[src/rtl/pwm_pkg.sv]
// pwm_pkg: command codes, FSM encoding and control-bit positions shared by the PWM output stage.
// Revision 1.0
`default_nettype none

package pwm_pkg;

    localparam logic [1:0] CMD_DUTY  = 2'b00;
    localparam logic [1:0] CMD_PER   = 2'b01;
    localparam logic [1:0] CMD_PRESC = 2'b10;
    localparam logic [1:0] CMD_CTRL  = 2'b11;

    localparam int EN_BIT  = 0;
    localparam int INV_BIT = 1;

    typedef enum logic [0:0] {
        ST_OFF = 1'b0,
        ST_RUN = 1'b1
    } estado_t;

endpackage

`default_nettype wire

[src/rtl/pwm_prescaler.sv]
// pwm_prescaler: counts 0..presc and flags the terminal count as the PWM count tick.
// Revision 1.0
`default_nettype none

module pwm_prescaler #(
    parameter int PRESC_W = 8
) (
    input  logic               clk,
    input  logic               rst,
    input  logic [PRESC_W-1:0] presc,
    input  logic               clear,
    output logic               tick
);

    logic [PRESC_W-1:0] r_pc;

    always_ff @(posedge clk or negedge rst) begin
        if (!rst) begin
            r_pc <= '0;
        end else if (clear || (r_pc == presc)) begin
            r_pc <= '0;
        end else begin
            r_pc <= r_pc + 1'b1;
        end
    end

    assign tick = (r_pc == presc);

endmodule

`default_nettype wire

[src/rtl/pwm_saida.sv]
// pwm_saida: PWM output stage with shadowed duty/period, applied only at period boundaries.
// Revision 1.0
`default_nettype none

module pwm_saida
    import pwm_pkg::*;
#(
    parameter int LARGURA = 16,
    parameter int PRESC_W = 8
) (
    input  logic        clk,
    input  logic        rst,
    input  logic        controlePWM,
    input  logic [31:0] toOUT,
    output logic        pwm,
    output logic        fim_periodo,
    output logic        pendente,
    output logic        ativo
);

    logic [1:0]         w_cmd;
    logic               w_wr_duty;
    logic               w_wr_per;
    logic               w_wr_presc;
    logic               w_wr_ctrl;
    logic               w_tick;
    logic               w_clear;
    logic               w_wrap;
    logic               w_unused_bits;

    logic [LARGURA-1:0] r_duty_sh;
    logic [LARGURA-1:0] r_per_sh;
    logic [LARGURA-1:0] r_duty_at;
    logic [LARGURA-1:0] r_per_at;
    logic [LARGURA-1:0] r_cnt;
    logic [PRESC_W-1:0] r_presc;
    logic               r_en;
    logic               r_inv;
    logic               r_pwm;
    logic               r_fim;
    logic               r_pend;

    estado_t            r_estado;
    estado_t            w_prox_estado;

    assign w_cmd      = toOUT[31:30];
    assign w_wr_duty  = controlePWM && (w_cmd == CMD_DUTY);
    assign w_wr_per   = controlePWM && (w_cmd == CMD_PER);
    assign w_wr_presc = controlePWM && (w_cmd == CMD_PRESC);
    assign w_wr_ctrl  = controlePWM && (w_cmd == CMD_CTRL);

    assign w_unused_bits = ^toOUT[29:LARGURA];

    // Prescaler is parked at 0 while idle and restarts on every divisor write.
    assign w_clear = (r_estado == ST_OFF) || w_wr_presc;
    assign w_wrap  = (r_estado == ST_RUN) && w_tick && (r_cnt == r_per_at);

    pwm_prescaler #(
        .PRESC_W (PRESC_W)
    ) u_prescaler (
        .clk   (clk),
        .rst   (rst),
        .presc (r_presc),
        .clear (w_clear),
        .tick  (w_tick)
    );

    always_ff @(posedge clk or negedge rst) begin
        if (!rst) begin
            r_duty_sh <= '0;
            r_per_sh  <= '0;
            r_presc   <= '0;
            r_en      <= 1'b0;
            r_inv     <= 1'b0;
        end else begin
            if (w_wr_duty)  r_duty_sh <= toOUT[LARGURA-1:0];
            if (w_wr_per)   r_per_sh  <= toOUT[LARGURA-1:0];
            if (w_wr_presc) r_presc   <= toOUT[PRESC_W-1:0];
            if (w_wr_ctrl) begin
                r_en  <= toOUT[EN_BIT];
                r_inv <= toOUT[INV_BIT];
            end
        end
    end

    always_ff @(posedge clk or negedge rst) begin
        if (!rst) begin
            r_estado <= ST_OFF;
        end else begin
            r_estado <= w_prox_estado;
        end
    end

    always_comb begin
        w_prox_estado = r_estado;
        case (r_estado)
            ST_OFF:  if (r_en)  w_prox_estado = ST_RUN;
            ST_RUN:  if (!r_en) w_prox_estado = ST_OFF;
            default: w_prox_estado = ST_OFF;
        endcase
    end

    always_ff @(posedge clk or negedge rst) begin
        if (!rst) begin
            r_cnt     <= '0;
            r_duty_at <= '0;
            r_per_at  <= '0;
            r_pwm     <= 1'b0;
            r_fim     <= 1'b0;
            r_pend    <= 1'b0;
        end else begin
            r_fim <= 1'b0;
            if (r_estado == ST_OFF) begin
                r_cnt     <= '0;
                r_duty_at <= r_duty_sh;
                r_per_at  <= r_per_sh;
                r_pend    <= 1'b0;
                r_pwm     <= r_inv;
            end else begin
                r_pwm <= (r_cnt < r_duty_at) ^ r_inv;
                if (w_wrap) begin
                    r_cnt     <= '0;
                    r_duty_at <= r_duty_sh;
                    r_per_at  <= r_per_sh;
                    r_fim     <= 1'b1;
                end else if (w_tick) begin
                    r_cnt <= r_cnt + 1'b1;
                end
                // A write landing on the wrap edge misses this update and stays pending.
                if (w_wr_duty || w_wr_per) begin
                    r_pend <= 1'b1;
                end else if (w_wrap) begin
                    r_pend <= 1'b0;
                end
            end
        end
    end

    assign pwm         = r_pwm;
    assign fim_periodo = r_fim;
    assign pendente    = r_pend;
    assign ativo       = (r_estado == ST_RUN);

endmodule

`default_nettype wire

[config.mk]
export PLATFORM = sky130hd
export DESIGN_NAME = pwm_saida
export DESIGN_NICKNAME = d
export VERILOG_FILES = /design/src/rtl/pwm_pkg.sv /design/src/rtl/pwm_prescaler.sv /design/src/rtl/pwm_saida.sv
export SDC_FILE = /design/constraint.sdc
export NUM_CORES = 1
export LEC_CHECK = 0
export ABC_AREA = 1
export BUFFER_PORTS_ARGS = -buffer_cell sky130_fd_sc_hd__buf_2
export CAP_MARGIN = 20
export CORE_ASPECT_RATIO = 1.2
export CORE_MARGIN = 2
export CORE_UTILIZATION = 30
export DETAILED_ROUTE_END_ITERATION = 7
export PLACE_DENSITY = 0.59
export SYNTH_ARGS = -nofsm -noshare
export SYNTH_HDL_FRONTEND = slang
export SYNTH_HIERARCHICAL = 1
export SYNTH_SLANG_ARGS = --single-unit
[constraint.sdc]
create_clock -name clk -period 1.73 [get_ports clk]
set_clock_uncertainty 0.05 [all_clocks]
set_input_delay 0.346 -clock clk [delete_from_list [all_inputs] [get_ports clk]]
set_output_delay 0.346 -clock clk [all_outputs]
set_load 0.005 [all_outputs]
==> flow_metrics.env, run 1 <==
export IMPL_status="finished with violations"
export IMPL_violations="setup timing"
export IMPL_peakVddDrop_uv=503.1
export IMPL_route_vias_total=4174
export IMPL_synth_avg_cell_area_um2=7.898
export IMPL_cts_root_buf="clkbuf_16"
export IMPL_cts_tree="yes"
export IMPL_die_w_um=123.4
export IMPL_p_int_w=0.004586
export IMPL_hold_violations=0
export IMPL_start_util_pct=30.58
export IMPL_cap_violations=0
export IMPL_viasPerCell=4.464
export IMPL_reg2reg_slack_ps=-280
export IMPL_synthesis_area_um2=5134
export IMPL_p_total_w=0.006601
export IMPL_p_leak_nw=3.241
export IMPL_dieArea_um2=18180
export IMPL_rows=52
export IMPL_final_setup_worst_slack_ps=-282.9
export IMPL_p_switching_w=0.002016
export IMPL_critPathSlowestCell="dfrtp_1"
export IMPL_grt_usage_pct=13.43
export IMPL_period_minus_slack_ps=2013
export IMPL_whs_ps=211.0
export IMPL_max_freq_ghz=0.4968
export IMPL_cts_sinks=102
export IMPL_core_area_um2=16790
export IMPL_netSwitchingFraction_pct=30.53
export IMPL_register_area_um2=2561
export IMPL_io_pins=39
export IMPL_critPathMaxStageDelay_ps=400
export IMPL_dp_hpwl_mm=8.294
export IMPL_slew_violations=0
export IMPL_synth_area_top_cells="dfrtp_1, nand2_1, inv_1"
export IMPL_cts_buffers=9
export IMPL_grt_setup_unrepaired="true"
export IMPL_max_slew_margin_pct=68.08
export IMPL_yosysTopAreaCellShare_pct=49.72
export IMPL_yosysSeqAreaShare_pct=49.72
export IMPL_cp_cell_sequence="xnor2_1, nand2_1, nor2_2, nand2_2, inv_4, nand2_2, nor2_1, nand2_1, nor2_2, nand3_4, nand2_8, clkbuf_16, nand2_2, nand2_1"
export IMPL_wl_mm=11.65
export IMPL_die_h_um=147.3
export IMPL_final_period_utilization_pct=116.4
export IMPL_path_class="flip-flop to flip-flop"
export IMPL_min_path_type="input pin to flip-flop"
export IMPL_overflow=0
export IMPL_pwr_share_comb_pct=21.3
export IMPL_tightestPinTransition_ps=478.8
export IMPL_num_antenna_cells=0
export IMPL_grt_pass1_wl_mm=19.55
export IMPL_drt_pass1_iter_count=5
export IMPL_multiInputGateArea_um2=2320
export IMPL_grt_max_degree=36
export IMPL_drc_errors=0
export IMPL_worstSetupEndpoint="r_duty_at[2]"
export IMPL_syn_num_nets=702
export IMPL_syn_inst=650
export IMPL_antenna_found_initial=0
export IMPL_fill_cells=1744
export IMPL_first_iter_violations=213
export IMPL_r2r_end="r_duty_at[2]"
export IMPL_required_ps=1960
export IMPL_fin_nets=766
export IMPL_htree_levels=3
export IMPL_clockPowerShare_pct=33.3
export IMPL_gp_congestion=0.8271
export IMPL_crit_path_start_kind="flip-flop"
export IMPL_final_util_pct=37.90
export IMPL_clk_latency_ps=350
export IMPL_port_buffers=24
export IMPL_synth_seq_cells=102
export IMPL_worstPathArrival_ps=2250
export IMPL_grt_pass1_vias=4100
export IMPL_r2r_cells=14
export IMPL_drive_above_1_share_pct=20.03
export IMPL_critPathCaptureType="flip-flop"
export IMPL_r2r_start="r_presc[6]"
export IMPL_cp_max_fo=8
export IMPL_ant_nets=0
export IMPL_yosys_warnings=6
export IMPL_cts_buffer_depth=2
export IMPL_path_clk_slew_ps=70
export IMPL_seqPwrFrac_pct=45.4
export IMPL_synth_distinct_cells=27
export IMPL_crit_start="r_presc[6]"
export IMPL_setup_viol=47
export IMPL_power_density_nw_per_um2=1038
export IMPL_syn_to_final_growth_pct=23.93
export IMPL_wl_per_cell_um=12.46
export IMPL_yosysTopAreaCell="dfrtp_1"
==> power groups by stage <==
stage               registers, W  logic, W  clock network, W
floorplan                0.00296  0.000911                 0
global placement         0.00302   0.00125                 0
detailed placement       0.00303   0.00127                 0
CTS                      0.00299   0.00131           0.00225
global route             0.00304   0.00163           0.00234
finish                   0.00300   0.00140           0.00220
==> synth_stat cells (all sizes together) <==
cell,n
nor3,10
inv,78
nand3,53
nor4,2
nand4,4
nand2,220
dfrtp,102
nor2,65
nor3b,1
ha,17
buf,12
o21ai,47
xnor2,6
clkbuf,7
xor2,19
and3,1
a21oi,6
==> flip-flops by register name (all words and copies together), names as in the netlist, 8 cells and up <==
signal            count
r_presc               8
r_duty_sh            16
r_per_sh             16
r_per_at             16
u_prescaler/r_pc      8
r_duty_at            16
r_cnt                16
==> worst min-delay path by stage <==
stage | depth (start not counted) | to | startpoint | slack, ps
finish | 3 | r_duty_sh[14] | toOUT[14] | 210
CTS | 3 | r_duty_sh[14] | toOUT[14] | 210
global route | 3 | r_duty_sh[13] | toOUT[13] | 230
floorplan | 0 | ativo | rst | 0.4
detailed placement | 1 | r_duty_sh[9] | rst | 290
global placement | 1 | r_inv | rst | 290
==> layout by cell type (no fill, tap or decap), types with 15 or more instances in the layout <==
cell     instances
buf_4           40
nand3_1         51
buf_2           23
ha_1            15
nand2_2         19
nand2_1        198
nor2_1          53
inv_1           72
xor2_1          19
o21ai_0         46
dfrtp_1         95
==> layout make-up <==
cell class                      count  area share, %
Timing Repair Buffer               72          9.361
Sequential cell                   102          40.26
Clock inverter                      7          1.495
Inverter                           78          4.641
Clock buffer                        9          3.540
Tap cell                          216          4.248
Multi-Input combinational cell    451          36.46
==> stage by stage <==
stage	cells	instance area, µm²	setup TNS (ps)	setup slack [ps]
final	935	6362	-11700	-282.9
after global routing	935	6362	-20420	-464.8
after detailed placement	908	5764	-13960	-325.8
after CTS	932	6197	-11540	-272.8
after global placement	908	5764	-12930	-298.2
after floorplan	650	5137	-2389	-63.02
==> critical path, delay by kind of cell (launching register included) <==
kind	cells	cell delay (ps)
AND/OR/NAND/NOR	11	1080
XOR/XNOR	1	150
flip-flops	1	400
buffers and inverters	2	270
==> kinds of logic (layout without fill, tap and decap cells) <==
family	Yosys count	after routing	synth area share, %
buffers and inverters	97	166	7.702
xor gates and xnor gates	25	25	4.265
DFF	102	102	49.72
and+or+nand+nor	356	356	29.00
adders and majority gates	17	17	4.143
AOI/OAI and AO/OA	53	53	5.167
==> repair_timing <==
item / CTS / global route
buffers inserted: 7 / 1
hold buffers: 1 / 0
cloned: 0 / 2
endpoints found under the hold margin: 30 / 0
endpoints found under the setup margin: 48 / 50
gates resized for setup: 14 / 34
pin swaps: 7 / 7
==> routing by layer <==
layer  vias up  share of wire, %  GRT usage, %
li1       2150                 -             -
met1      1963                46         17.80
met2        50                51         22.66
met3        11               2.4         2.019
met4         0               1.2         3.693
met5         -                 0             0
Note: power is estimated with default switching activity, not from simulation.
==> run 2, diff against run 1 <==
- ABC_AREA: 1 -> default
==> run 2 against run 1 <==
  * The flow still finishes with violations (setup timing)
  * Critical endpoint is now r_cnt[13]
  * Critical path depth fell by 3
  * Synthesized area fell by 3.9%
  * First-iteration DRC count fell by 53%
  * Global-route usage rose by 0.41 points
  * Total power rose by 14%
  * Final cell count fell by 25%
==> flow_metrics.env, run 2 <==
export IMPL_status="finished with violations"
export IMPL_violations="setup timing"
export IMPL_io_pins=39
export IMPL_cap_violations=0
export IMPL_first_iter_violations=100
export IMPL_synth_common_cells="dfrtp_1, mux2_2, mux2_4"
export IMPL_fill_cells=1479
export IMPL_num_antenna_cells=0
export IMPL_r2r_start="u_prescaler/r_pc[3]"
export IMPL_synth_edf_count=0
export IMPL_wl_mm=11.21
export IMPL_critPathCaptureType="flip-flop"
export IMPL_path_clk_slew_ps=70
export IMPL_r2r_end="r_cnt[13]"
export IMPL_synthesis_area_um2=4933
export IMPL_grt_pass1_wl_mm=18.82
export IMPL_ant_nets=0
export IMPL_die_w_um=121.1
export IMPL_grt_max_degree=39
export IMPL_grt_usage_pct=13.84
export IMPL_overflow=0
export IMPL_cts_tree="yes"
export IMPL_cts_sinks=102
export IMPL_viasPerCell=4.616
export IMPL_drive_above_1_share_pct=46.14
export IMPL_setup_tns_ps=-25360
export IMPL_period_minus_slack_ps=2284
export IMPL_synth_distinct_cells=44
export IMPL_dp_hpwl_mm=7.541
export IMPL_start_util_pct=30.56
export IMPL_syn_num_nets=433
export IMPL_drc_errors=0
export IMPL_yosysTopAreaCell="dfrtp_1"
export IMPL_fin_nets=539
export IMPL_async_flop_share_pct=100.0
export IMPL_dieArea_um2=17490
export IMPL_port_buffers=24
export IMPL_core_area_um2=16140
export IMPL_p_total_w=0.007526
export IMPL_cts_buffers=9
export IMPL_antenna_found_initial=0
export IMPL_htree_levels=3
export IMPL_multiInputGateArea_um2=2386
export IMPL_synth_avg_cell_area_um2=12.95
export IMPL_reg2reg_slack_ps=-550
export IMPL_synth_main_ff_cell="dfrtp_1"
export IMPL_clk_latency_ps=340
export IMPL_max_slew_margin_pct=66.57
export IMPL_min_path_type="input pin to flip-flop"
export IMPL_cts_root_buf="clkbuf_16"
export IMPL_grt_setup_unrepaired="true"
export IMPL_final_cell_mix="dfrtp_1, buf_4, mux2_2, mux2_4, buf_2"
export IMPL_yosysTopAreaCellShare_pct=51.74
export IMPL_gp_congestion=0.8283
export IMPL_tightestPinTransition_ps=499.2
export IMPL_die_h_um=144.5
export IMPL_r2r_cells=11
export IMPL_final_common_cell="dfrtp_1"
export IMPL_syn_to_final_growth_pct=33.45
export IMPL_max_freq_ghz=0.4378
export IMPL_yosysMostFrequentCell="dfrtp_1"
export IMPL_yosysSeqAreaShare_pct=51.74
export IMPL_drt_pass1_iter_count=4
export IMPL_peakVddDrop_uv=472.0
export IMPL_final_setup_worst_slack_ps=-554.3
export IMPL_synth_seq_cells=102
export IMPL_p_leak_nw=3.017
export IMPL_hold_violations=0
export IMPL_final_period_utilization_pct=132.0
export IMPL_worstSetupEndpoint="r_cnt[13]"
export IMPL_wl_per_cell_um=15.92
export IMPL_setup_viol=51
export IMPL_route_vias_total=3250
export IMPL_crit_path_start_kind="flip-flop"
export IMPL_crit_start="u_prescaler/r_pc[3]"
export IMPL_slew_violations=0
export IMPL_syn_inst=381
export IMPL_yosys_warnings=6
export IMPL_power_density_nw_per_um2=1143
export IMPL_required_ps=1910
export IMPL_synth_area_top_cells="dfrtp_1, mux2_2, mux2_4"
export IMPL_rows=51
export IMPL_register_area_um2=2554
export IMPL_worstPathArrival_ps=2460
export IMPL_cts_buffer_depth=2
export IMPL_cp_max_fo=7
export IMPL_grt_pass1_vias=3691
export IMPL_path_class="flip-flop to flip-flop"
==> run 2: changes by cell type after synthesis, moves of 4 or more <==
cell	delta
nand2_1	-200
inv_1	-54
mux2_2	+49
nand3_1	-41
o21ai_0	-41
nor2_1	-40
mux2_4	+25
xnor2_1	+13
a211oi_1	+5
or3_1	+5
buf_2	-4
inv_2	-4
nand2b_1	+4
==> run 2: per-stage QoR <==
| step | hold slack [ps] | util [%] | instances | worst slack [ps] | cell area (µm²) |
|---|---|---|---|---|---|
| floorplan | 0.4089 | - | 381 | -747.5 | 4959 |
| global placement | 227.1 | 35.78 | 669 | -465.0 | 5777 |
| detailed placement | 237.5 | 35.78 | 669 | -519.7 | 5777 |
| CTS | 188.6 | 40.42 | 702 | -521.4 | 6526 |
| global route | 193.5 | 40.78 | 704 | -679.3 | 6584 |
| finish | 195.7 | 40.78 | 704 | -554.3 | 6584 |
==> run 2: metal layers <==
| metal | wire (µm) | GRT usage, % | up-vias |
|---|---|---|---|
| li1 | - | - | 1541 |
| met1 | 4751 | 16.67 | 1632 |
| met3 | 218 | 1.735 | 24 |
| met5 | 0 | 0 | - |
| met4 | 407 | 7.160 | 0 |
| met2 | 5831 | 24.16 | 53 |
==> run 2: cells by family after synthesis <==
family	after synthesis	synth area share (%)
flops	102	51.74
simple gates	87	9.714
mux	74	18.79
xor+xnor	42	7.608
buf+inv	32	3.779
compound gates	27	4.058
fa+ha+maj	17	4.311
==> run 2: critical path, cell delays in order, from the launching register on <==
cell and delay (ps):
dfrtp_1 410, xor2_2 200, nor4_4 280, and2_4 200
buf_4 120, nand2b_4 140, buf_6 100, nand4_1 90
buf_6 170, nor4_4 170, xnor2_1 170, nor2_1 80
==> run 2: worst min-delay path by stage <==
stage	end	from	slack (ps)	cells after the start
after global placement	u_prescaler/r_pc[5]	rst	230	1
after floorplan	ativo	rst	0.4	0
after global routing	r_per_sh[13]	toOUT[13]	190	2
final	r_per_sh[13]	toOUT[13]	200	2
after CTS	r_duty_sh[8]	toOUT[8]	190	2
after detailed placement	u_prescaler/r_pc[6]	rst	240	1
==> run 2: report_power, final <==
part	switching, W	internal, W	leakage (nW)
Clock	0.000879	0.00127	0.154
Sequential	0.000345	0.00288	1.26
Combinational	0.000847	0.00130	1.60
==> run 2: final cells by class <==
| cell class | count | area share, % |
|---|---|---|
| clock buffers | 11 | 3.535 |
| repair buffers | 107 | 15.01 |
| inverters | 20 | 1.140 |
| flip-flops and latches | 102 | 38.79 |
| multi-input cells | 247 | 36.24 |
| well taps | 212 | 4.029 |
| clock inverters | 5 | 1.254 |
==> run 2: repair_timing <==
item / in CTS / in global routing
cloned: 3 / 1
endpoints found under the setup margin: 51 / 51
endpoints found under the hold margin: 22 / 0
setup buffers: 13 / 1
pin swaps: 19 / 3
resized for setup: 48 / 4
hold buffers: 1 / 0
